<file path="config.mk">
export PLATFORM = sky130hd
export DESIGN_NAME = bus_cycle_gen
export DESIGN_NICKNAME = d
export VERILOG_FILES = /design/src/rtl/bus_cycle_gen.sv
export SDC_FILE = /design/constraint.sdc
export NUM_CORES = 1
export LEC_CHECK = 0
export ABC_AREA = 1
export ABC_CLOCK_PERIOD_IN_PS = 2300
export BUFFER_PORTS_ARGS = -buffer_cell sky130_fd_sc_hd__buf_4
export CAP_MARGIN = 20
export CORE_MARGIN = 2
export CORE_UTILIZATION = 49
export CTS_BUF_LIST = sky130_fd_sc_hd__clkbuf_8
export CTS_CLUSTER_SIZE = 10
export DETAILED_ROUTE_END_ITERATION = 16
export PLACE_DENSITY = 0.81
export SYNTH_ARGS = -nofsm -noshare
export SYNTH_HDL_FRONTEND = slang
export SYNTH_SLANG_ARGS = --single-unit
</file>
<file path="constraint.sdc">
create_clock -name clock -period 2.3 [get_ports clock]
set_input_delay 0.46 -clock clock [delete_from_list [all_inputs] [get_ports clock]]
set_output_delay 0.46 -clock clock [all_outputs]
set_load 0.03 [all_outputs]
</file>
<file path="src/rtl/bus_cycle_gen.sv">
// T1..T4 multiplexed address/data bus cycle generator with registered Moore outputs.
// Define BUS_CYCLE_WAIT_EN to enable READY-driven wait states (TW) and bus timeout.
module bus_cycle_gen #(
    parameter logic        IOM      = 1'b0,
    parameter int unsigned MAX_WAIT = 15
) (
    input  logic        clock,
    input  logic        reset,
    input  logic        req,
    input  logic        wr,
    input  logic [19:0] addr,
    input  logic [15:0] wdata,
    input  logic        READY,
    input  logic [15:0] ad_in,
    output logic        ALE,
    output logic        rdb,
    output logic        wrb,
    output logic        M_IO,
    output logic [19:0] ad_out,
    output logic        ad_oe,
    output logic [15:0] rdata,
    output logic        busy,
    output logic        done,
    output logic        err
);

`ifdef BUS_CYCLE_WAIT_EN
    typedef enum logic [2:0] {IDLE, T1, T2, T3, TW, T4} state_t;
`else
    typedef enum logic [2:0] {IDLE, T1, T2, T3, T4} state_t;
`endif

    state_t      state_q, state_d;
    logic        start;
    logic        wr_q, wr_d;
    logic [19:0] addr_q, addr_d;
    logic [15:0] wdata_q, wdata_d;
    logic [15:0] rdata_q, rdata_d;
    logic        ale_q, ale_d;
    logic        rdb_q, rdb_d;
    logic        wrb_q, wrb_d;
    logic        oe_q, oe_d;
    logic [19:0] ad_q, ad_d;
    logic        busy_q, busy_d;
    logic        done_q, done_d;

`ifdef BUS_CYCLE_WAIT_EN
    logic [7:0]  wcnt_q, wcnt_d;
    logic        err_q, err_d;
`else
    logic        unused_cfg;
    assign unused_cfg = READY ^ (MAX_WAIT == 0);
`endif

    assign start   = (state_q == IDLE) && req;
    assign wr_d    = start ? wr    : wr_q;
    assign addr_d  = start ? addr  : addr_q;
    assign wdata_d = start ? wdata : wdata_q;

    always_comb begin
        state_d = state_q;
        rdata_d = rdata_q;
`ifdef BUS_CYCLE_WAIT_EN
        wcnt_d  = wcnt_q;
        err_d   = err_q;
`endif
        unique case (state_q)
            IDLE: begin
                if (req) begin
                    state_d = T1;
`ifdef BUS_CYCLE_WAIT_EN
                    wcnt_d  = 8'd0;
                    err_d   = 1'b0;
`endif
                end
            end
            T1: state_d = T2;
            T2: state_d = T3;
`ifdef BUS_CYCLE_WAIT_EN
            T3, TW: begin
                if (READY) begin
                    state_d = T4;
                    if (!wr_q) rdata_d = ad_in;
                end else if (wcnt_q == 8'(MAX_WAIT)) begin
                    // Timed-out reads return all-ones so software sees a float.
                    state_d = T4;
                    err_d   = 1'b1;
                    if (!wr_q) rdata_d = 16'hFFFF;
                end else begin
                    state_d = TW;
                    wcnt_d  = wcnt_q + 8'd1;
                end
            end
`else
            T3: begin
                state_d = T4;
                if (!wr_q) rdata_d = ad_in;
            end
`endif
            T4: state_d = IDLE;
            default: state_d = IDLE;
        endcase
    end

    // Outputs decoded from the next state so the registers match state_q.
    always_comb begin
        ale_d  = 1'b0;
        rdb_d  = 1'b1;
        wrb_d  = 1'b1;
        oe_d   = 1'b0;
        ad_d   = '0;
        busy_d = 1'b1;
        done_d = 1'b0;
        unique case (state_d)
            IDLE: busy_d = 1'b0;
            T1: begin
                ale_d = 1'b1;
                ad_d  = addr_d;
                oe_d  = 1'b1;
            end
            T4: done_d = 1'b1;
            default: begin
                if (wr_d) begin
                    wrb_d = 1'b0;
                    ad_d  = {4'b0, wdata_d};
                    oe_d  = 1'b1;
                end else begin
                    rdb_d = 1'b0;
                end
            end
        endcase
    end

    always_ff @(posedge clock or posedge reset) begin
        if (reset) begin
            state_q <= IDLE;
            wr_q    <= 1'b0;
            addr_q  <= '0;
            wdata_q <= '0;
            rdata_q <= '0;
            ale_q   <= 1'b0;
            rdb_q   <= 1'b1;
            wrb_q   <= 1'b1;
            oe_q    <= 1'b0;
            ad_q    <= '0;
            busy_q  <= 1'b0;
            done_q  <= 1'b0;
        end else begin
            state_q <= state_d;
            wr_q    <= wr_d;
            addr_q  <= addr_d;
            wdata_q <= wdata_d;
            rdata_q <= rdata_d;
            ale_q   <= ale_d;
            rdb_q   <= rdb_d;
            wrb_q   <= wrb_d;
            oe_q    <= oe_d;
            ad_q    <= ad_d;
            busy_q  <= busy_d;
            done_q  <= done_d;
        end
    end

`ifdef BUS_CYCLE_WAIT_EN
    always_ff @(posedge clock or posedge reset) begin
        if (reset) begin
            wcnt_q <= 8'd0;
            err_q  <= 1'b0;
        end else begin
            wcnt_q <= wcnt_d;
            err_q  <= err_d;
        end
    end
    assign err = err_q;
`else
    assign err = 1'b0;
`endif

    assign M_IO   = IOM;
    assign ALE    = ale_q;
    assign rdb    = rdb_q;
    assign wrb    = wrb_q;
    assign ad_oe  = oe_q;
    assign ad_out = ad_q;
    assign busy   = busy_q;
    assign done   = done_q;
    assign rdata  = rdata_q;

endmodule

</file>
==> impl_metrics.toml, run 1 <==
[clock_tree]
cts.sinks = 62
insertion_delay_ns = 0.32
cts_resized = 0
cts_setup_buffers = 0
cts_tree = "built"
numCtsBuffers = 9
clock-root-buffer = "clkbuf_8"
clkTransAtPathRegs_ns = 0.07
holdBufCountCts = 0
h-tree-depth = 3
cts_buffer_depth = 2

[sta]
fmax_mhz = 569
setup_tns_ns = 0
setup_slack_ns = 0.543
fin_skew_ns = 0.00910
finalHoldViolCount = 0
period_minus_slack_ns = 1.76
finalSetupViolCount = 0
fin_crit_sh_pct = 76.4
rsz0062_at_grt = "false"
slew_headroom_pct = 50.5
max_slew.worst_pin.slew_ns = 0.742
drv_slew = 0

[logic_synthesis]
synth_mux_area_share_pct = 0
synth_top_family_by_area = "simple AND/OR/NAND/NOR gates"
syn_inst = 253
synth_xor_area_share_pct = 0
syn_avg_cell_area_um2 = 9.56
synth_fa_ha_area_share_pct = 0
synthTopCellsByArea = "dfrtp_1 (62%), nand2_1 (16%), nand3_1 (10%), dfstp_2 (2.2%), buf_2 (2.1%)"
yosysSeqAreaShare_pct = 64.2
ys_ff_latch = 62
synth_compound_area_share_pct = 0.207
yosysWarnings = 0
synth_cell_types = 18
synthSimpleGateAreaFrac_pct = 29.8
yosysTopAreaCell = "dfrtp_1"
synth_top_area_share_pct = 62.0
synth_area_um2 = 2420

[cells_and_area]
drive_gt1_share_pct = 34.4
final_cell_mix = "nand2_1 (101), buf_4 (101), dfrtp_1 (60)"
finalInstanceArea_um2 = 3370
nets = 407
area_growth_syn_to_layout_pct = 39.1
stdcell_count = 422
antenna_cells = 0

[placed_design]
io_buffers = 97
dp_hpwl_um = 3890
dp.cells = 406
place_ws_ns = 0.417
gp_congestion = 0.809
placedInstanceArea_um2 = 3180

[power]
netSwitchingFraction_pct = 42.5
p_per_area_nw_per_um2 = 1470
combPwrFrac_pct = 46.1
internal_power_mw = 2.85
finalPower_mw = 4.96
irDropWorstVdd_v = 0.000870
clkPwrFrac_pct = 17.8
netSwitchingPower_mw = 2.11
total_leakage_power_nw = 1.91
p_seq_share_pct = 36.1

[critical_path]
required_ns = 2.50
startpoint_type = "register"
cp_max_fo = 18
worstRegToRegCells = 6
criticalPathCategory = "reg2reg"
r2r_slack_ns = 0.54
endpoint_kind = "register"
arrival_ns = 1.95

[floorplan]
start_util_pct = 50.9
ios = 101
die_y_um = 74.3
dieArea_um2 = 5520
core-area_um2 = 4750
core.rowCount = 25
die_w_um = 74.3

[routing]
drt-vias-per-instance = 4.75
drcViolationCount = 0
wirelength_um = 5550
dr.first_iter.drc_count = 127
first_pass_iters = 6
num_vias = 2005
wire_per_inst_um = 13.2
ant_nets = 0

[grt]
grt_max_degree = 42
grt-ovfl-total = 0
grt_pass1_wl_um = 8790
antenna_found_initial = 0
grt_pass1_vias = 1945
grt_usage_pct = 21.3

[hold_path]
hp-class = "in2async"

[outcome]
status = "completed"

[flow_run]
cap_violations = 0
[power groups by stage]
stage / combinational (mW) / clock [mW] / sequential [mW]
global route: 2.49 / 0.956 / 1.84
finish: 2.29 / 0.884 / 1.79
floorplan: 0.964 / 0 / 2.38
detailed placement: 2.31 / 0 / 1.80
global placement: 2.25 / 0 / 1.79
CTS: 2.31 / 0.906 / 1.79
[final timing paths]
check / start / endpoint
worst max-delay path: state_q[2] / ad_out[15]
worst min-delay path: reset / rdata[12]
min in group clock: addr[14] / ad_out[14]
worst max register to register: state_q[2] / ad_out[15]
max in group asynchronous: reset / wrb
worst min register to register: wdata_q[9] / wdata_q[9]
[worst max-delay path: stages, from the launching register on]
cell and delay (ns):
dfrtp_1 0.51, nor2_8 0.31, nand2_2 0.20, nand2_1 0.15, nand2_2 0.23, nand3_1 0.17
nand2_1 0.07
[logic make-up after synthesis]
family                 after synthesis
AOI/OAI and AO/OA                    1
buffers and inverters               25
and+or+nand+nor                    164
other                                1
DFF                                 62
[per-stage QoR]
step | util (%) | hold WS [ns]
global route | 70.8 | 0.189
CTS | 70.8 | 0.161
floorplan | - | 0.437
detailed placement | 66.9 | 0.455
global placement | 66.9 | 0.451
finish | 70.8 | 0.159
[Yosys cell counts]
master / instances
nand2_2: 2
nor3_1: 1
nor2_2: 2
dfrtp_1: 60
nor3b_4: 1
inv_1: 6
buf_2: 10
clkinv_1: 2
conb_1: 1
buf_4: 4
nand2_1: 101
nor2_8: 1
clkbuf_1: 1
nor2_1: 6
a21oi_1: 1
buf_6: 2
dfstp_2: 2
nand3_1: 50
[registers in the layout, indices dropped and copies added, names as in the netlist]
name	cells
ALE	1
ad_oe	1
ad_out	20
busy	1
done	1
rdata	16
rdb	1
state_q	3
wdata_q	16
wr_q	1
wrb	1
[cell type report]
| type | instances | area [um2] |
|---|---|---|
| flip-flops and latches | 62 | 1550 |
| fillers | 412 | 1390 |
| repair buffers | 102 | 778 |
| multi-input cells | 167 | 733 |
| clock buffers | 10 | 138 |
| well taps | 67 | 83.8 |
| clock inverters | 6 | 48.8 |
| inverters | 8 | 30.0 |
[routing by layer]
layer  track usage [%]  share of wire (%)  vias to the layer above
met5                 0                  0                        -
met4              10.3                1.6                        0
met3              4.20                4.7                        8
met2              36.1                 52                       61
met1              26.2                 42                      947
li1                  -                  -                      989
(Power assumes the default switching activity.)
==> run 2, diff against run 1 <==
Settings changed: ABC_CLOCK_PERIOD_IN_PS 2300 to 1470, CORE_UTILIZATION 49 to 44, PLACE_DENSITY 0.81 to 0.77.
Clock period 2.3 ns to 1.47 ns, I/O delays scaled along.
==> run 2 against run 1 <==
Effect of this change: critical path depth down 1; cell count up 3.1%; combinational power up 66%; core utilization down 6.9 points; critical endpoint is now ad_out[3]; routed wire length down 2.7%; non-clock buffer count up 10; clock power up 49%; worst hold slack worse by 0.10 ns.
==> impl_metrics.toml, run 2 (synthesis gave the netlist of run 1 again) <==
[clock_tree]
cts_buffer_depth = 2
clock-root-buffer = "clkbuf_8"
holdBufCountCts = 0
cts.sinks = 62
clkTransAtPathRegs_ns = 0.06
h-tree-depth = 3
cts_tree = "built"
insertion_delay_ns = 0.32
numCtsBuffers = 9

[grt]
grt_max_degree = 63
antenna_found_initial = 0
grt_pass1_wl_um = 8910
grt_usage_pct = 18.8
grt-ovfl-total = 0
grt_pass1_vias = 2012

[placed_design]
place_ws_ns = -0.124
dp_hpwl_um = 3770
io_buffers = 97
gp_congestion = 0.740
placedInstanceArea_um2 = 3250

[power]
total_leakage_power_nw = 1.94
finalPower_mw = 7.90
irDropWorstVdd_v = 0.00117
p_per_area_nw_per_um2 = 2290

[sta]
fin_skew_ns = 0.00625
setup_tns_ns = 0
rsz0062_at_grt = "false"
finalSetupViolCount = 0
whs_ns = 0.0564
fin_crit_sh_pct = 89.9
setup_slack_ns = 0.148
fmax_mhz = 756
drv_slew = 0
finalHoldViolCount = 0
period_minus_slack_ns = 1.32

[critical_path]
cp_max_fo = 13
arrival_ns = 1.58
crit_slowest_cell = "dfrtp_1"
startpoint_type = "register"
startpoint = "state_q[2]"
endpoint_kind = "register"
cpPeakStageDelay_ns = 0.44
cp_num_buf_inv = 2
crit_top_cell = "buf_4"
criticalPathCategory = "reg2reg"
required_ns = 1.72
cp_cell_sequence = "buf_4 > nor3b_4 > buf_4 > nand3_1 > nand2_1"
rr_startpoint = "state_q[2]"
path_delay_family = "flip-flops"

[cells_and_area]
nets = 417
drive_gt1_share_pct = 37.2
antenna_cells = 0
largest_register_ffs = 20
n_fill_cell = 482
final_common_cell = "buf_4"
final_cell_mix = "buf_4 (111), nand2_1 (100), dfrtp_1 (60)"
area_growth_syn_to_layout_pct = 42.6
finalInstanceArea_um2 = 3450

[floorplan]
die_y_um = 78.2
ios = 101
start_util_pct = 44.8
die_w_um = 78.2
dieArea_um2 = 6110
core.rowCount = 27
core-area_um2 = 5410

[routing]
dr.first_iter.drc_count = 94
num_vias = 2058
wire_per_inst_um = 12.4
ant_nets = 0
drt-vias-per-instance = 4.73
first_pass_iters = 4
wirelength_um = 5400
drcViolationCount = 0

[flow_run]
cap_violations = 0

[outcome]
status = "completed"

[hold_path]
hp-class = "in2async"
==> run 2: worst paths after layout <==
check / to / slack, ns / cells past startpoint
worst max-delay path: ad_out[3] / 0.15 / 5
worst min-delay path: ad_out[17] / 0.06 / 3
worst max register to register: ad_out[3] / 0.15 / 5
worst min register to register: wdata_q[8] / 0.47 / 2
max in group asynchronous: rdb / 1.10 / 3
min in group clock: ad_out[11] / 0.17 / 3
==> run 2: cell type report <==
type | count | area [um2] | share of cell area [%]
flip-flops and latches | 62 | 1550 | 45.0
repair buffers | 112 | 853 | 24.7
multi-input cells | 167 | 746 | 21.6
clock buffers | 12 | 165 | 4.79
well taps | 72 | 90.1 | 2.61
inverters | 8 | 33.8 | 0.979
clock inverters | 2 | 8.76 | 0.254
==> run 2: tightest hold or removal path, delay by kind of cell <==
kind	cells	cell delay, ns
buffers and inverters	3	0.48
==> run 2: layer usage <==
metal	track usage [%]	routed length, um	vias up
li1	-	-	1005
met1	23.1	2220	965
met2	31.6	2720	80
met3	3.91	370	8
met4	9.12	85	0
met5	0	0	-
==> run 2: through the flow <==
stage,util (%),cells
3_3_place_gp,60.1,419
5_1_grt,63.8,435
3_5_place_dp,60.1,419
4_1_cts,63.7,435
6_report,63.8,435
2_1_floorplan,-,254
==> run 2: timing repair <==
action / CTS / global route
pin swaps: 1 / 0
endpoints found under the setup margin: 18 / 33
resized for setup: 1 / 2
buffers inserted: 2 / 0
endpoints found under the hold margin: 0 / 0
==> run 2: power by group <==
group	leakage [nW]	switching [mW]	internal, mW	total, mW
Combinational	1.05	2.43	1.37	3.81
Sequential	0.788	0.304	2.47	2.77
Clock	0.0955	0.596	0.723	1.32
==> run 3, diff against run 2 <==
Settings changed: BUFFER_PORTS_ARGS -buffer_cell sky130_fd_sc_hd__buf_4 to default, CORE_UTILIZATION 44 to 40, DONT_BUFFER_PORTS from default to 1, PLACE_DENSITY 0.77 to default.
==> run 3 against run 2 <==
Effect of this change: clock skew rose by 0.0017 ns; sequential power is 38% higher; combinational power decreased by 47%; cell count is 21% lower; non-clock buffer count is 96 lower; first-iteration DRC count increased by 18%; sequential cell count stayed put; highest routed layer unchanged.
==> impl_metrics.toml, run 3 (synthesis gave the netlist of run 1 again) <==
[outcome]
status = "completed"

[clock_tree]
clock-root-buffer = "clkbuf_8"
clkTransAtPathRegs_ns = 0.06
numCtsBuffers = 9
h-tree-depth = 3
cts_tree = "built"
insertion_delay_ns = 0.33
cts.sinks = 62
cts_buffer_depth = 2

[grt]
grt-ovfl-total = 0
grt_usage_pct = 16.1
grt_max_degree = 63
grt_pass1_vias = 1590
grt_pass1_wl_um = 7760
antenna_found_initial = 0

[sta]
fmax_mhz = 726
finalHoldViolCount = 0
rsz0062_at_grt = "false"
finalSetupViolCount = 0
period_minus_slack_ns = 1.38
drv_slew = 0
fin_crit_sh_pct = 93.8
fin_skew_ns = 0.00796
setup_tns_ns = 0

[placed_design]
gp_congestion = 0.726
dp_hpwl_um = 3390
placedInstanceArea_um2 = 2540
io_buffers = 0

[routing]
drt-vias-per-instance = 4.78
num_vias = 1648
wire_per_inst_um = 15.2
first_pass_iters = 3
dr.first_iter.drc_count = 111
drcViolationCount = 0
wirelength_um = 5250
ant_nets = 0

[power]
finalPower_mw = 7.34
total_leakage_power_nw = 1.48
irDropWorstVdd_v = 0.000951
p_per_area_nw_per_um2 = 2640

[floorplan]
ios = 101
die_y_um = 81.8
die_w_um = 81.8
start_util_pct = 41.1
dieArea_um2 = 6690
core.rowCount = 28
core-area_um2 = 5890

[critical_path]
endpoint_kind = "register"
arrival_ns = 1.61
required_ns = 1.70
cpPeakStageDelay_ns = 0.43
cp_max_fo = 9
criticalPathCategory = "reg2reg"
path_delay_family = "simple AND/OR/NAND/NOR gates"
cp_cell_sequence = "nor2_8 > nand2_2 > nand2_2 > nand2_2 > buf_4"
cp_num_buf_inv = 1
startpoint_type = "register"
crit_top_cell = "nand2_2"
crit_slowest_cell = "dfrtp_1"

[cells_and_area]
post-route-util_pct = 47.2
finalInstanceArea_um2 = 2780
largest_register_ffs = 20
area_growth_syn_to_layout_pct = 14.8
antenna_cells = 0
n_fill_cell = 566
final_cell_mix = "nand2_1 (100), dfrtp_1 (60), nand3_1 (50)"
nets = 322
drive_gt1_share_pct = 14.8
final_common_cell = "nand2_1"

[flow_run]
cap_violations = 0

[hold_path]
hp-class = "in2reg"
[run 3: cell types whose count changed in the layout (fill, tap and decap cells not counted), sizes merged]
cell | before | now
clkinvlp | 1 | 2
buf | 112 | 15
inv | 6 | 7
clkbuf | 12 | 11
nand2 | 103 | 104
dlygate4sd3 | 0 | 1
bufinv | 0 | 1
[run 3: metal layers]
metal	vias to the layer above	global-route usage, %	wire length, um	part of all wire (%)
met5	-	0	0	0
met4	0	8.17	70	1.3
met3	7	6.70	375	7.1
met2	56	23.9	2440	47
met1	768	20.0	2360	45
li1	817	-	-	-
[run 3: layout make-up]
class / count / area (um2) / area share, %
tap: 75 / 93.8 / 3.38
clock inverter: 5 / 50.0 / 1.80
sequential: 62 / 1550 / 55.9
clock buffer: 11 / 151 / 5.45
inverter: 8 / 33.8 / 1.22
timing repair buffer: 16 / 148 / 5.32
multi-input combinational: 168 / 747 / 26.9
[run 3: final timing paths]
path / from / slack [ns] / endpoint / cells past startpoint
max: state_q[2] / 0.09 / wr_q / 5
min: addr[18] / 0.06 / ad_out[18] / 2
max reg2reg: state_q[2] / 0.09 / wr_q / 5
min reg2reg: wdata_q[12] / 0.47 / wdata_q[12] / 2
max in group asynchronous: reset / 0.65 / wrb / 3
min in group asynchronous: reset / 0.52 / ad_out[18] / 3
[run 3: report_power, final]
| group | internal (mW) | switching (mW) | leakage, nW | total, mW |
|---|---|---|---|---|
| sequential | 2.46 | 1.35 | 0.788 | 3.81 |
| combinational | 0.733 | 1.30 | 0.588 | 2.03 |
| clock | 0.860 | 0.631 | 0.108 | 1.49 |
[run 3: worst register-to-register path, stage by stage, from the launching register on]
cell,delay (ns)
dfrtp_1,0.43
nor2_8,0.19
nand2_2,0.14
nand2_2,0.15
nand2_2,0.17
buf_4,0.19
[run 3: metrics by stage]
step	hold slack [ns]	setup slack [ns]	cells
floorplan	0.400	0.146	254
finish	0.0635	0.0918	345
global placement	0.282	0.0293	326
global route	0.0427	0.0122	345
detailed placement	0.283	0.0361	326
CTS	0.0394	0.0225	343
[run 3: repair_timing]
action / in CTS / in global routing
hold buffers: 1 / 0
resized for setup: 0 / 2
hold endpoints to repair: 60 / 0
buffers inserted: 0 / 1
setup endpoints to repair: 0 / 18
